**src/rtl/bound_add_pkg.sv**
```systemverilog
// Shared types and sizing helpers for the bottom-pad frame controller.
package bound_add_pkg;

    typedef enum logic [2:0] {
        IDLE,
        ACTIVE,
        PAD_GAP,
        PAD_LINE,
        FLUSH
    } state_t;

    function automatic int pad_rows(input int ksz);
        return (ksz - 1) / 2;
    endfunction

    function automatic int row_w(input int ih, input int ksz);
        return $clog2(ih + pad_rows(ksz) + 1);
    endfunction

    function automatic int col_w(input int iw);
        return $clog2(iw + 1);
    endfunction

    function automatic int cnt_w(input int hb, input int iw);
        return $clog2(((hb > iw) ? hb : iw) + 1);
    endfunction

    localparam int ROW_W_DEF = row_w(2, 7);
    localparam int COL_W_DEF = col_w(10);

endpackage

```
**src/rtl/bound_add_ctrl_if.sv**
```systemverilog
// Sync/index bundle between the frame source and the bound_add_ctrl block.
interface bound_add_ctrl_if
    import bound_add_pkg::*;
#(
    parameter int RW = ROW_W_DEF,
    parameter int CW = COL_W_DEF
);
    logic          din_vsync;
    logic          din_hsync;
    logic          dout_vsync;
    logic          dout_hsync;
    logic          pad_row;
    logic [RW-1:0] row_idx;
    logic [CW-1:0] col_idx;
    logic          frame_done;
    logic          err;

    modport master (
        output din_vsync, din_hsync,
        input  dout_vsync, dout_hsync, pad_row, row_idx, col_idx, frame_done, err
    );

    modport slave (
        input  din_vsync, din_hsync,
        output dout_vsync, dout_hsync, pad_row, row_idx, col_idx, frame_done, err
    );
endinterface

```
**src/rtl/bound_add_line_gen.sv**
```systemverilog
// Gap/pad-line timer: one down-counter reloaded with HB-1 or IW-1 on terminal count.
module bound_add_line_gen
    import bound_add_pkg::*;
#(
    parameter int IW = 10,
    parameter int HB = 10
) (
    input  logic clk,
    input  logic rst_n,
    input  logic run_gap,
    input  logic run_line,
    output logic gap_done,
    output logic line_done
);
    localparam int CNTW = cnt_w(HB, IW);
    localparam logic [CNTW-1:0] GAP_LOAD  = CNTW'(HB - 1);
    localparam logic [CNTW-1:0] LINE_LOAD = CNTW'(IW - 1);

    logic [CNTW-1:0] cnt_q;
    logic            tc;

    assign tc        = (cnt_q == '0);
    assign gap_done  = run_gap & tc;
    assign line_done = run_line & tc;

    // Idle time keeps the counter preloaded so the first gap is exactly HB cycles.
    always_ff @(posedge clk or negedge rst_n) begin
        if (!rst_n) begin
            cnt_q <= GAP_LOAD;
        end else if (run_gap) begin
            cnt_q <= tc ? LINE_LOAD : cnt_q - CNTW'(1);
        end else if (run_line) begin
            cnt_q <= tc ? GAP_LOAD : cnt_q - CNTW'(1);
        end else begin
            cnt_q <= GAP_LOAD;
        end
    end
endmodule

```
**src/rtl/bound_add_ctrl.sv**
```systemverilog
// Frame controller that appends PR generated bottom-pad lines to each frame.
// Optional real-line length check: define BOUND_ADD_CTRL_LEN_CHK_EN.
//
// state    | meaning
// IDLE     | waiting for a fresh din_vsync rising edge
// ACTIVE   | forwarding real lines (sync delayed one cycle)
// PAD_GAP  | HB blank cycles ahead of a pad line
// PAD_LINE | IW cycles of generated pad line
// FLUSH    | dout_vsync low, frame_done pulse
module bound_add_ctrl
    import bound_add_pkg::*;
#(
    parameter int KSZ = 7,
    parameter int IW  = 10,
    parameter int IH  = 2,
    parameter int HB  = 10
) (
    input  logic           clk,
    input  logic           rst_n,
    bound_add_ctrl_if.slave bus
);
    localparam int PR = pad_rows(KSZ);
    localparam int RW = row_w(IH, KSZ);
    localparam int CW = col_w(IW);
    localparam logic [RW-1:0] ROW_REAL_LAST = RW'(IH - 1);
    localparam logic [RW-1:0] ROW_LAST      = RW'(IH + PR - 1);
    localparam logic [CW-1:0] COL_LAST      = CW'(IW - 1);
    localparam logic [CW-1:0] COL_SAT       = CW'(IW);

    state_t        state_q, state_d;
    logic          vs_q, hs_q;
    logic [RW-1:0] row_q, row_d;
    logic [CW-1:0] col_q;
    logic          err_q, err_d, len_err;
    logic          gap_done, line_done;
    logic          vs_rise, hs_rise, act_end, last_end, line_end;
    logic          hsync;

    bound_add_line_gen #(.IW(IW), .HB(HB)) u_line_gen (
        .clk       (clk),
        .rst_n     (rst_n),
        .run_gap   (state_q == PAD_GAP),
        .run_line  (state_q == PAD_LINE),
        .gap_done  (gap_done),
        .line_done (line_done)
    );

    assign vs_rise  = bus.din_vsync & ~vs_q;
    assign hs_rise  = bus.din_hsync & ~hs_q;
    assign act_end  = (state_q == ACTIVE) & hs_q & ~bus.din_hsync;
    assign last_end = act_end & (row_q == ROW_REAL_LAST);
    assign line_end = act_end | line_done;

    always_comb begin
        state_d = state_q;
        err_d   = 1'b0;
        unique case (state_q)
            IDLE: begin
                if (vs_rise) state_d = ACTIVE;
            end
            ACTIVE: begin
                // vsync dropping together with the final line end still counts as complete
                if (!bus.din_vsync && !last_end) begin
                    state_d = IDLE;
                    err_d   = 1'b1;
                end else if (last_end) begin
                    state_d = PAD_GAP;
                end
            end
            PAD_GAP: begin
                err_d = vs_rise | hs_rise;
                if (gap_done) state_d = PAD_LINE;
            end
            PAD_LINE: begin
                err_d = vs_rise | hs_rise;
                if (line_done) state_d = (row_q == ROW_LAST) ? FLUSH : PAD_GAP;
            end
            FLUSH: begin
                err_d   = vs_rise | hs_rise;
                state_d = IDLE;
            end
            default: state_d = IDLE;
        endcase
    end

    always_comb begin
        row_d = row_q;
        if (state_d == IDLE) begin
            row_d = '0;
        end else if (line_end && (row_q != ROW_LAST)) begin
            row_d = row_q + RW'(1);
        end
    end

`ifdef BOUND_ADD_CTRL_LEN_CHK_EN
    logic len_bad_q;

    always_ff @(posedge clk or negedge rst_n) begin
        if (!rst_n) len_bad_q <= 1'b0;
        else        len_bad_q <= act_end & (col_q != COL_LAST);
    end

    assign len_err = len_bad_q;
`else
    assign len_err = 1'b0;
`endif

    // vs_q resets high so a vsync already high at reset release is not a rising edge.
    always_ff @(posedge clk or negedge rst_n) begin
        if (!rst_n) begin
            state_q <= IDLE;
            vs_q    <= 1'b1;
            hs_q    <= 1'b0;
            row_q   <= '0;
            col_q   <= '0;
            err_q   <= 1'b0;
        end else begin
            state_q <= state_d;
            vs_q    <= bus.din_vsync;
            hs_q    <= bus.din_hsync;
            row_q   <= row_d;
            err_q   <= err_d | len_err;
            if (hsync) col_q <= (col_q == COL_SAT) ? col_q : col_q + CW'(1);
            else       col_q <= '0;
        end
    end

    assign hsync = ((state_q == ACTIVE) & hs_q) | (state_q == PAD_LINE);

    assign bus.dout_vsync = (state_q == ACTIVE) | (state_q == PAD_GAP) | (state_q == PAD_LINE);
    assign bus.dout_hsync = hsync;
    assign bus.pad_row    = (state_q == PAD_LINE);
    assign bus.row_idx    = row_q;
    assign bus.col_idx    = !hsync ? '0 : ((col_q == COL_SAT) ? COL_LAST : col_q);
    assign bus.frame_done = (state_q == FLUSH);
    assign bus.err        = err_q;
endmodule

```
**src/flat_wrapper.sv**
```systemverilog
// flat-port wrapper written by rule: the top's interface ports become plain ports
module bound_add_ctrl_flat import bound_add_pkg::*;
#(
    parameter int KSZ = 7,
    parameter int IW  = 10,
    parameter int IH  = 2,
    parameter int HB  = 10
)
  (clk, rst_n, bus_din_vsync, bus_din_hsync, bus_dout_vsync, bus_dout_hsync, bus_pad_row, bus_row_idx, bus_col_idx, bus_frame_done, bus_err);
  bound_add_ctrl_if #(.RW(row_w(IH, 7)), .CW(col_w(IW))) bus_i ();
  input  logic clk;
  input  logic rst_n;
  input wire logic [$bits(bus_i.din_vsync)-1:0] bus_din_vsync;
  input wire logic [$bits(bus_i.din_hsync)-1:0] bus_din_hsync;
  output wire logic [$bits(bus_i.dout_vsync)-1:0] bus_dout_vsync;
  output wire logic [$bits(bus_i.dout_hsync)-1:0] bus_dout_hsync;
  output wire logic [$bits(bus_i.pad_row)-1:0] bus_pad_row;
  output wire logic [$bits(bus_i.row_idx)-1:0] bus_row_idx;
  output wire logic [$bits(bus_i.col_idx)-1:0] bus_col_idx;
  output wire logic [$bits(bus_i.frame_done)-1:0] bus_frame_done;
  output wire logic [$bits(bus_i.err)-1:0] bus_err;
  assign bus_i.din_vsync = bus_din_vsync;
  assign bus_i.din_hsync = bus_din_hsync;
  assign bus_dout_vsync = bus_i.dout_vsync;
  assign bus_dout_hsync = bus_i.dout_hsync;
  assign bus_pad_row = bus_i.pad_row;
  assign bus_row_idx = bus_i.row_idx;
  assign bus_col_idx = bus_i.col_idx;
  assign bus_frame_done = bus_i.frame_done;
  assign bus_err = bus_i.err;
  bound_add_ctrl #(.KSZ(KSZ), .IW(IW), .IH(IH), .HB(HB)) u_core (.clk(clk), .rst_n(rst_n), .bus(bus_i));
endmodule
```
**config.mk**
```make
export PLATFORM = sky130hd
export DESIGN_NAME = bound_add_ctrl_flat
export DESIGN_NICKNAME = d
export VERILOG_FILES = /design/src/rtl/bound_add_pkg.sv /design/src/rtl/bound_add_ctrl_if.sv /design/src/rtl/bound_add_line_gen.sv /design/src/rtl/bound_add_ctrl.sv /design/src/flat_wrapper.sv
export SDC_FILE = /design/constraint.sdc
export NUM_CORES = 1
export LEC_CHECK = 0
export ABC_AREA = 1
export BUFFER_PORTS_ARGS = -buffer_cell sky130_fd_sc_hd__buf_2
export CAP_MARGIN = 10
export CORE_ASPECT_RATIO = 1.25
export CORE_MARGIN = 3
export CORE_UTILIZATION = 40
export DETAILED_ROUTE_END_ITERATION = 8
export PLACE_DENSITY = 0.59
export SETUP_SLACK_MARGIN = 0.15
export SLEW_MARGIN = 20
export SYNTH_ARGS = -nofsm -noshare
export SYNTH_HDL_FRONTEND = slang
export SYNTH_SLANG_ARGS = --single-unit
```
**constraint.sdc**
```tcl
create_clock -name clk -period 1.35 [get_ports clk]
set_clock_uncertainty 0.1 [all_clocks]
set_input_delay 0.2025 -clock clk [delete_from_list [all_inputs] [get_ports clk]]
set_output_delay 0.2025 -clock clk [all_outputs]
set_load 0.02 [all_outputs]
```
==> results.cfg, run 1 <==
[run_status]
status = finished, violations left
violations_in_the_final_reports = setup timing

[hold_path]
min_to = u_core.bus.err$_DFF_PN0_
hold_depth = 4
timing.hold.worst.start = bus_din_vsync
timing.hold.worst.class = in2reg

[clock_tree]
cts.sinks = 17
tritoncts = yes
clkLatencyLatePin_ns = 0.30
worst_setup_hold_path_clk_slew_ns = 0.11
cts-root-buf = clkbuf_4
cts_made_buffers = 3
max-clock-path-buffers = 2
cts.htree.levels = 1

[critical_path]
worst_r2r_path_depth = 9
crit_path_frequent_cell = nand2_4
timing.critical_path.required_ns = 1.05
critPathKind = reg2out
regToRegStartpoint = u_core.state_q[2]$_DFF_PN0_
cpMaxStageDelayCell = dfrtp_1
worst-path-max-fanout = 5
rrSetupSlack_ns = -0.29
cp-start-kind = flop
worst_setup_path_end_kind = output port
cp_data_arrival_time_ns = 1.39
timing.critical_path.cells = inv_2, nand2_4, nor2_4, nand2_2, nand2_4, inv_6, nor3_4, buf_6
worstReg2RegEnd = u_core.bus.row_idx[2]$_DFFE_PN0P_
slowest_delay_ns = 0.40

[timing]
max-slew-margin-rel_pct = 74.5
final_worst_setup_slack_ns = -0.346
slew_viol_final = 0
final_hold_viol_count = 0
min_period_over_period_pct = 126
report.final.setup_viol = 16
rsz0062_at_grt = true
post_layout_minimum_cycle_time_ns = 1.70
tightest_slew_ns = 0.382
highest_achievable_clock_rate_mhz = 590

[die]
initial_utilization_pct = 42.7
pin_count = 16
num_rows = 19
core-area_um2 = 2230
floorplan.die.height_um = 60.6
fp.dieArea_um2 = 3010
fp.dieW_um = 49.7

[routing]
wirelength_mm = 2.71
drc_errors = 0
viasPerCell = 4.64
num_vias = 1011
detailedRoute.firstIterationViolations = 13
wl_per_cell_um = 12.4
drt_pre_antenna_iters = 4
drtAntennaViolNets = 0

[yosys]
synth_top_cell_area_share_pct = 36.7
synth_flop_cell = dfrtp_1
seq_area_frac_synth_pct = 45.0
synth_largest_area_cell = dfrtp_1
post_synth_instance_area_um2 = 955
synth_top_cells_by_area = dfrtp_1 37%, inv_1 8.7%, dfstp_2 8.3%, nor2_1 7.9%, ha_1 6.6%
number_of_enable_type_register_cells_in_the_synthesized_netlist = 0
synth-async-reset-ratio_pct = 100
most_repeated_cell_in_the_gate_level_netlist_after_synthesis = inv_1
synth_common_cells = 22 x inv_1, 20 x nor2_1, 14 x dfrtp_1, 14 x nand2_1, 8 x nand3_1
postSynthRegisterBits = 17
synthDistinctLibCells = 22
synthesis.instances = 117
ys_warn_count = 0
syn_nets = 126
syn_area_per_cell_um2 = 8.16

[global_routing]
global_route_wire_length_before_repair_mm = 4.33
first_global_vias = 997
pin_count_of_the_biggest_net_entering_global_routing = 18
grt_util_all_layers_pct = 19.1
antenna_found_initial = 0
leftover_overflow_at_the_end_of_global_routing = 0

[placement]
routabilityCongestion = 0.823
placed_cells = 196
hpwl_mm = 1.76
number_of_port_buffers = 15
dpl_worst_slack_ns = -0.165

[power_and_ir_drop]
power_per_unit_of_standard_cell_area_nw_per_um2 = 1310
power.leakage_nw = 0.858
ir_drop_worst_vdd_v = 0.00120

[flow_run]
max_cap_viol_count = 0

[layout]
area.growth.synth_to_final_pct = 89.4
antenna-diode-count = 0
drive_above_1_share_pct = 67.4
fin_nets = 197
fin_cells = 218
-- cell usage in the layout, fill, tap and decap left out, drive strengths merged --
cell type,n
dfrtp,14
nand2,17
xnor2,1
xor2,2
nand4,5
nor3,4
a211oi,1
a21oi,2
o21ai,4
nor2,24
clkinvlp,1
o22ai,1
dfstp,3
clkbuf,3
ha,5
inv,24
nand3,10
buf,63
dlygate4sd3,3
-- through the flow --
step	util [%]	hold slack [ns]	instance area, um^2	TNS (ns)	power, mW
finish	80.9	0.0976	1810	-3.78	2.37
global route	80.9	0.105	1810	-5.29	2.54
global placement	62.6	0.0459	1400	-0.464	1.65
floorplan	-	-0.193	1040	-0.867	1.19
CTS	74.6	0.0888	1670	-3.12	2.19
detailed placement	62.6	0.0437	1400	-0.817	1.67
-- flip-flops by register name, summed over array words and instances (netlist names) --
register                 cells
u_core.bus.row_idx           3
u_core.bus.err               1
u_core.u_line_gen.cnt_q      4
u_core.state_q               3
u_core.vs_q                  1
u_core.col_q                 4
u_core.hs_q                  1
-- power by group --
group          total, mW  internal [mW]  switching, mW
logic               1.39          0.715          0.677
registers          0.689          0.600         0.0889
clock network      0.290          0.113          0.177
-- worst max-delay path, delay by kind of cell, from the launching register on --
family | cells | cell delay [ns]
buffers and inverters | 3 | 0.27
and+or+nand+nor | 5 | 0.42
DFF | 1 | 0.40
-- logic make-up (layout without fill, tap and decap cells) --
group	count (synthesis)	count (layout)	share of synthesized area (%)
buffers and inverters	24	94	9.44
DFF	17	17	45.0
xor gates and xnor gates	3	3	2.75
and+or+nand+nor	60	60	31.3
AOI/OAI and AO/OA	8	8	4.98
adders and majority gates	5	5	6.55
-- how the worst max path moves through the flow --
stage,start,to,slack (ns),depth (start not counted)
after global placement,u_core.state_q[2]$_DFF_PN0_,bus_col_idx[1],-0.13,7
after detailed placement,u_core.bus.row_idx[1]$_DFFE_PN0P_,u_core.bus.row_idx[1]$_DFFE_PN0P_,-0.17,9
after floorplan,u_core.state_q[2]$_DFF_PN0_,bus_col_idx[1],-0.17,7
after CTS,u_core.state_q[2]$_DFF_PN0_,bus_col_idx[1],-0.39,8
after global routing,u_core.state_q[2]$_DFF_PN0_,bus_col_idx[1],-0.45,8
final,u_core.state_q[2]$_DFF_PN0_,bus_col_idx[1],-0.35,8
-- repair_timing --
item / CTS / global route
gates cloned: 0 / 0
hold endpoints to repair: 16 / 0
pin swaps: 10 / 9
hold buffers: 3 / 0
setup endpoints to repair: 24 / 24
resized for setup: 47 / 25
buffers inserted: 8 / 7
-- metal layers --
layer | vias up | global-route usage, % | share of wire, %
li1 | 510 | - | -
met1 | 477 | 20.7 | 39
met2 | 15 | 36.1 | 56
met3 | 9 | 3.44 | 2.4
met4 | 0 | 9.09 | 2.1
met5 | - | 0 | 0
-- area by class of cell --
cell class	instances	area (um^2)
multi-input combinational	76	614
timing repair buffer	66	583
sequential	17	434
fill	150	427
inverter	24	108
tap	31	38.8
clock buffer	3	22.5
clock inverter	1	7.51
Note: power is estimated with default switching activity, not from simulation.
==> run 2: changes to the inputs <==
--- a/config.mk
+++ b/config.mk
@@ -8,11 +8,13 @@
 export ABC_AREA = 1
 export BUFFER_PORTS_ARGS = -buffer_cell sky130_fd_sc_hd__buf_2
 export CAP_MARGIN = 10
+export CELL_PAD_IN_SITES_DETAIL_PLACEMENT = 1
+export CELL_PAD_IN_SITES_GLOBAL_PLACEMENT = 1
 export CORE_ASPECT_RATIO = 1.25
 export CORE_MARGIN = 3
-export CORE_UTILIZATION = 40
+export CORE_UTILIZATION = 36
 export DETAILED_ROUTE_END_ITERATION = 8
-export PLACE_DENSITY = 0.59
+export PLACE_DENSITY = 0.7
 export SETUP_SLACK_MARGIN = 0.15
 export SLEW_MARGIN = 20
 export SYNTH_ARGS = -nofsm -noshare
==> results.cfg, run 2 <==
[yosys]
fraction_of_the_mapped_netlist_area_in_compound_gates_pct = 4.98
synthSimpleGateAreaFrac_pct = 31.3
synth_top_cell_area_share_pct = 36.7
synthDistinctLibCells = 22
synth_top_cells_by_area = dfrtp_1 37%, inv_1 8.7%, dfstp_2 8.3%, nor2_1 7.9%, ha_1 6.6%
post_synth_instance_area_um2 = 955
number_of_enable_type_register_cells_in_the_synthesized_netlist = 0
synth_flop_cell = dfrtp_1
synth-async-reset-ratio_pct = 100
synth.area.mux_share_pct = 0
syn_nets = 126
most_repeated_cell_in_the_gate_level_netlist_after_synthesis = inv_1
ys_warn_count = 0
postSynthRegisterBits = 17
syn_area_per_cell_um2 = 8.16
synth_top_family_by_area = simple AND/OR/NAND/NOR gates
synth_common_cells = 22 x inv_1, 20 x nor2_1, 14 x dfrtp_1, 14 x nand2_1, 8 x nand3_1
synth_area_in_xor_xnor_pct = 2.75
yosys.area_share.adder_pct = 6.55
synth_largest_area_cell = dfrtp_1
seq_area_frac_synth_pct = 45.0
synthesis.instances = 117

[placement]
routabilityCongestion = 0.783
hpwl_mm = 2.18
number_of_port_buffers = 15

[global_routing]
pin_count_of_the_biggest_net_entering_global_routing = 18
antenna_found_initial = 0

[die]
pin_count = 16
fp.dieW_um = 52.1
floorplan.die.height_um = 63.6
num_rows = 20
initial_utilization_pct = 38.5

[timing]
repair-timing-grt-worst-ep = bus_col_idx[1]
worst_path_end_type = primary output

[run_status]
run.stop_error = [ERROR DPL-0033] detailed placement checks failed during check placement.
status = stopped before the end
stop_stage = global routing (5_1_grt)

[clock_tree]
max-clock-path-buffers = 2
cts-root-buf = clkbuf_4
cts_made_buffers = 3
cts.sinks = 17
cts.htree.levels = 1
## run 2: repair_timing
item                                    4_1_cts
pin swaps                                     9
gates cloned                                  0
gates resized for setup                      55
endpoints found under the setup margin       22
hold buffers                                  3
buffers inserted                             14
hold endpoints to repair                     16
## run 2: logic make-up after synthesis
family                     Yosys count
AOI/OAI and AO/OA                    8
buffers and inverters               24
DFF                                 17
and+or+nand+nor                     60
xor gates and xnor gates             3
adders and majority gates            5
## run 2: metrics by stage
step	setup TNS, ns	hold slack [ns]	setup WS (ns)	cells	cell area (um^2)
after floorplan	-0.867	-0.193	-0.174	117	1040
after global placement	-0.649	0.0428	-0.146	194	1370
after detailed placement	-0.958	0.0497	-0.203	194	1370
after CTS	-3.73	0.117	-0.441	215	1720
==> run 3: changes to the inputs <==
--- a/config.mk
+++ b/config.mk
@@ -8,14 +8,10 @@
 export ABC_AREA = 1
 export BUFFER_PORTS_ARGS = -buffer_cell sky130_fd_sc_hd__buf_2
 export CAP_MARGIN = 10
-export CELL_PAD_IN_SITES_DETAIL_PLACEMENT = 1
-export CELL_PAD_IN_SITES_GLOBAL_PLACEMENT = 1
-export CORE_ASPECT_RATIO = 1.25
 export CORE_MARGIN = 3
-export CORE_UTILIZATION = 36
+export CORE_UTILIZATION = 25
 export DETAILED_ROUTE_END_ITERATION = 8
-export PLACE_DENSITY = 0.7
-export SETUP_SLACK_MARGIN = 0.15
+export PLACE_DENSITY_LB_ADDON = 0.15
 export SLEW_MARGIN = 20
 export SYNTH_ARGS = -nofsm -noshare
 export SYNTH_HDL_FRONTEND = slang
==> constraint.sdc (replaced) <==
create_clock -name clk -period 1.8 [get_ports clk]
set_clock_uncertainty 0.1 [all_clocks]
set_input_delay 0.27 -clock clk [delete_from_list [all_inputs] [get_ports clk]]
set_output_delay 0.27 -clock clk [all_outputs]
set_load 0.02 [all_outputs]
==> results.cfg, run 3 (synthesized netlist as in run 1, its figures left out) <==
[placement]
number_of_port_buffers = 15
routabilityCongestion = 0.770
hpwl_mm = 1.52

[timing]
slew_viol_final = 0
max-slew-margin-rel_pct = 73.3
final_hold_viol_count = 0
min_period_over_period_pct = 99.6
report.final.setup_viol = 0
hold-worst-slack_ns = 0.0276
tightest_slew_ns = 0.401
rsz0062_at_grt = true
highest_achievable_clock_rate_mhz = 558
post_layout_minimum_cycle_time_ns = 1.79

[die]
fp.dieArea_um2 = 4600
initial_utilization_pct = 27.3
floorplan.die.height_um = 67.8
num_rows = 21
core-area_um2 = 3490
fp.dieW_um = 67.8
pin_count = 16

[routing]
drc_errors = 0
drtAntennaViolNets = 0
viasPerCell = 4.28
detailedRoute.firstIterationViolations = 24
drt_pre_antenna_iters = 4
num_vias = 839
wl_per_cell_um = 10.8
wirelength_mm = 2.11

[layout]
area.growth.synth_to_final_pct = 34.9
final_cell_mix = 19 x inv_1, 19 x nor2_1, 16 x buf_4, 13 x dfrtp_1, 12 x nand2_1
antenna-diode-count = 0
fin_nets = 160
biggestRegsByFlops = u_core.col_q x4, u_core.u_line_gen.cnt_q x4
drive_above_1_share_pct = 38.0
fillerInstances = 373

[clock_tree]
worst_setup_hold_path_clk_slew_ns = 0.07
cts-root-buf = clkbuf_8
tritoncts = yes
clkLatencyLatePin_ns = 0.25
cts.sinks = 17
max-clock-path-buffers = 2
cts_made_buffers = 3
cts.htree.levels = 1

[global_routing]
pin_count_of_the_biggest_net_entering_global_routing = 18
leftover_overflow_at_the_end_of_global_routing = 0
first_global_vias = 864
global_route_wire_length_before_repair_mm = 3.80
antenna_found_initial = 0
grt_util_all_layers_pct = 10.8

[critical_path]
worstReg2RegEnd = u_core.bus.row_idx[0]$_DFFE_PN0P_
worst_r2r_path_depth = 10
worst_setup_path_end_kind = output port
critPathKind = reg2out
timing.critical_path.cells = inv_2, nand2_4, nor2_4, nand2_2, nand2_2, inv_4, nor3_2, buf_4
timing.critical_path.required_ns = 1.43
cp_data_arrival_time_ns = 1.42
regToRegStartpoint = u_core.state_q[2]$_DFF_PN0_
crit_path_frequent_cell = nand2_2
cpMaxStageDelayCell = dfrtp_1
cp-start-kind = flop
slowest_delay_ns = 0.40
rrSetupSlack_ns = 0.23
worst-path-max-fanout = 6

[power_and_ir_drop]
pwr-share-seq_pct = 37.9
power_report.internal_total_mw = 0.840
power.switching_fraction_pct = 38.6
ir_drop_worst_vdd_v = 0.000325
share_clk_of_total_power_pct = 20.7
p_switching_mw = 0.529
power_per_unit_of_standard_cell_area_nw_per_um2 = 1060
power.combinational.fraction_pct = 41.4
power.leakage_nw = 0.654
design_power_total_mw = 1.37

[flow_run]
max_cap_viol_count = 0

[hold_path]
timing.hold.worst.class = in2reg
timing.hold.worst.start = bus_din_vsync
hold_depth = 1
min_to = u_core.vs_q$_DFF_PN1_

[run_status]
status = complete, no violations
## run 3: repair_timing
action	CTS	global route
pin swaps	1	3
resized for setup	8	9
endpoints found under the setup margin	4	4
endpoints found under the hold margin	14	0
gates cloned	0	0
setup buffers	5	5
hold buffers	1	0
## run 3: per-layer routing
metal | global-route usage, % | up-vias | share of wire, %
met3 | 3.49 | 4 | 5.4
met4 | 3.23 | 0 | 1.6
met1 | 13.0 | 382 | 47
met2 | 18.2 | 18 | 46
met5 | 0 | - | 0
li1 | - | 435 | -
## run 3: layout make-up
type | instances | area, um^2 | share of cell area (%)
Clock buffer | 4 | 45.0 | 3.50
Tap cell | 46 | 57.6 | 4.47
Inverter | 24 | 92.6 | 7.19
Multi-Input combinational cell | 76 | 465 | 36.2
Sequential cell | 17 | 430 | 33.4
Timing Repair Buffer | 29 | 196 | 15.3
## run 3: through the flow
stage                     TNS [ns]  std cells  util [%]  setup slack, ns  instance area (um^2)
after detailed placement         0        181      31.9            0.122                  1110
after global routing        -0.179        196      36.8          -0.0552                  1290
after global placement           0        181      31.9            0.107                  1110
after CTS                        0        191      35.0          0.00294                  1220
final                            0        196      36.8          0.00686                  1290
after floorplan                  0        117         -          0.00994                   960
## run 3: worst max-delay path: cells and delay by family, from the launching register on
kind,cells,cell delay (ns)
AND/OR/NAND/NOR,5,0.47
buffers and inverters,3,0.31
flip-flops,1,0.40
## run 3: how the worst max path moves through the flow
stage,from,endpoint,depth (start not counted)
after floorplan,u_core.state_q[2]$_DFF_PN0_,bus_col_idx[0],7
after CTS,u_core.col_q[1]$_DFFE_PN0P_,bus_col_idx[0],6
after global routing,u_core.state_q[2]$_DFF_PN0_,bus_col_idx[1],8
final,u_core.state_q[2]$_DFF_PN0_,bus_col_idx[1],8
after detailed placement,u_core.state_q[2]$_DFF_PN0_,bus_col_idx[1],8
after global placement,u_core.state_q[2]$_DFF_PN0_,bus_col_idx[1],8
## run 3: power by group through the flow
| stage | logic, mW | clock network, mW | registers (mW) |
|---|---|---|---|
| 6_report | 0.566 | 0.284 | 0.519 |
| 5_1_grt | 0.649 | 0.316 | 0.529 |
| 4_1_cts | 0.510 | 0.297 | 0.512 |
| 3_5_place_dp | 0.465 | 0 | 0.521 |
| 3_3_place_gp | 0.467 | 0 | 0.519 |
| 2_1_floorplan | 0.301 | 0 | 0.527 |
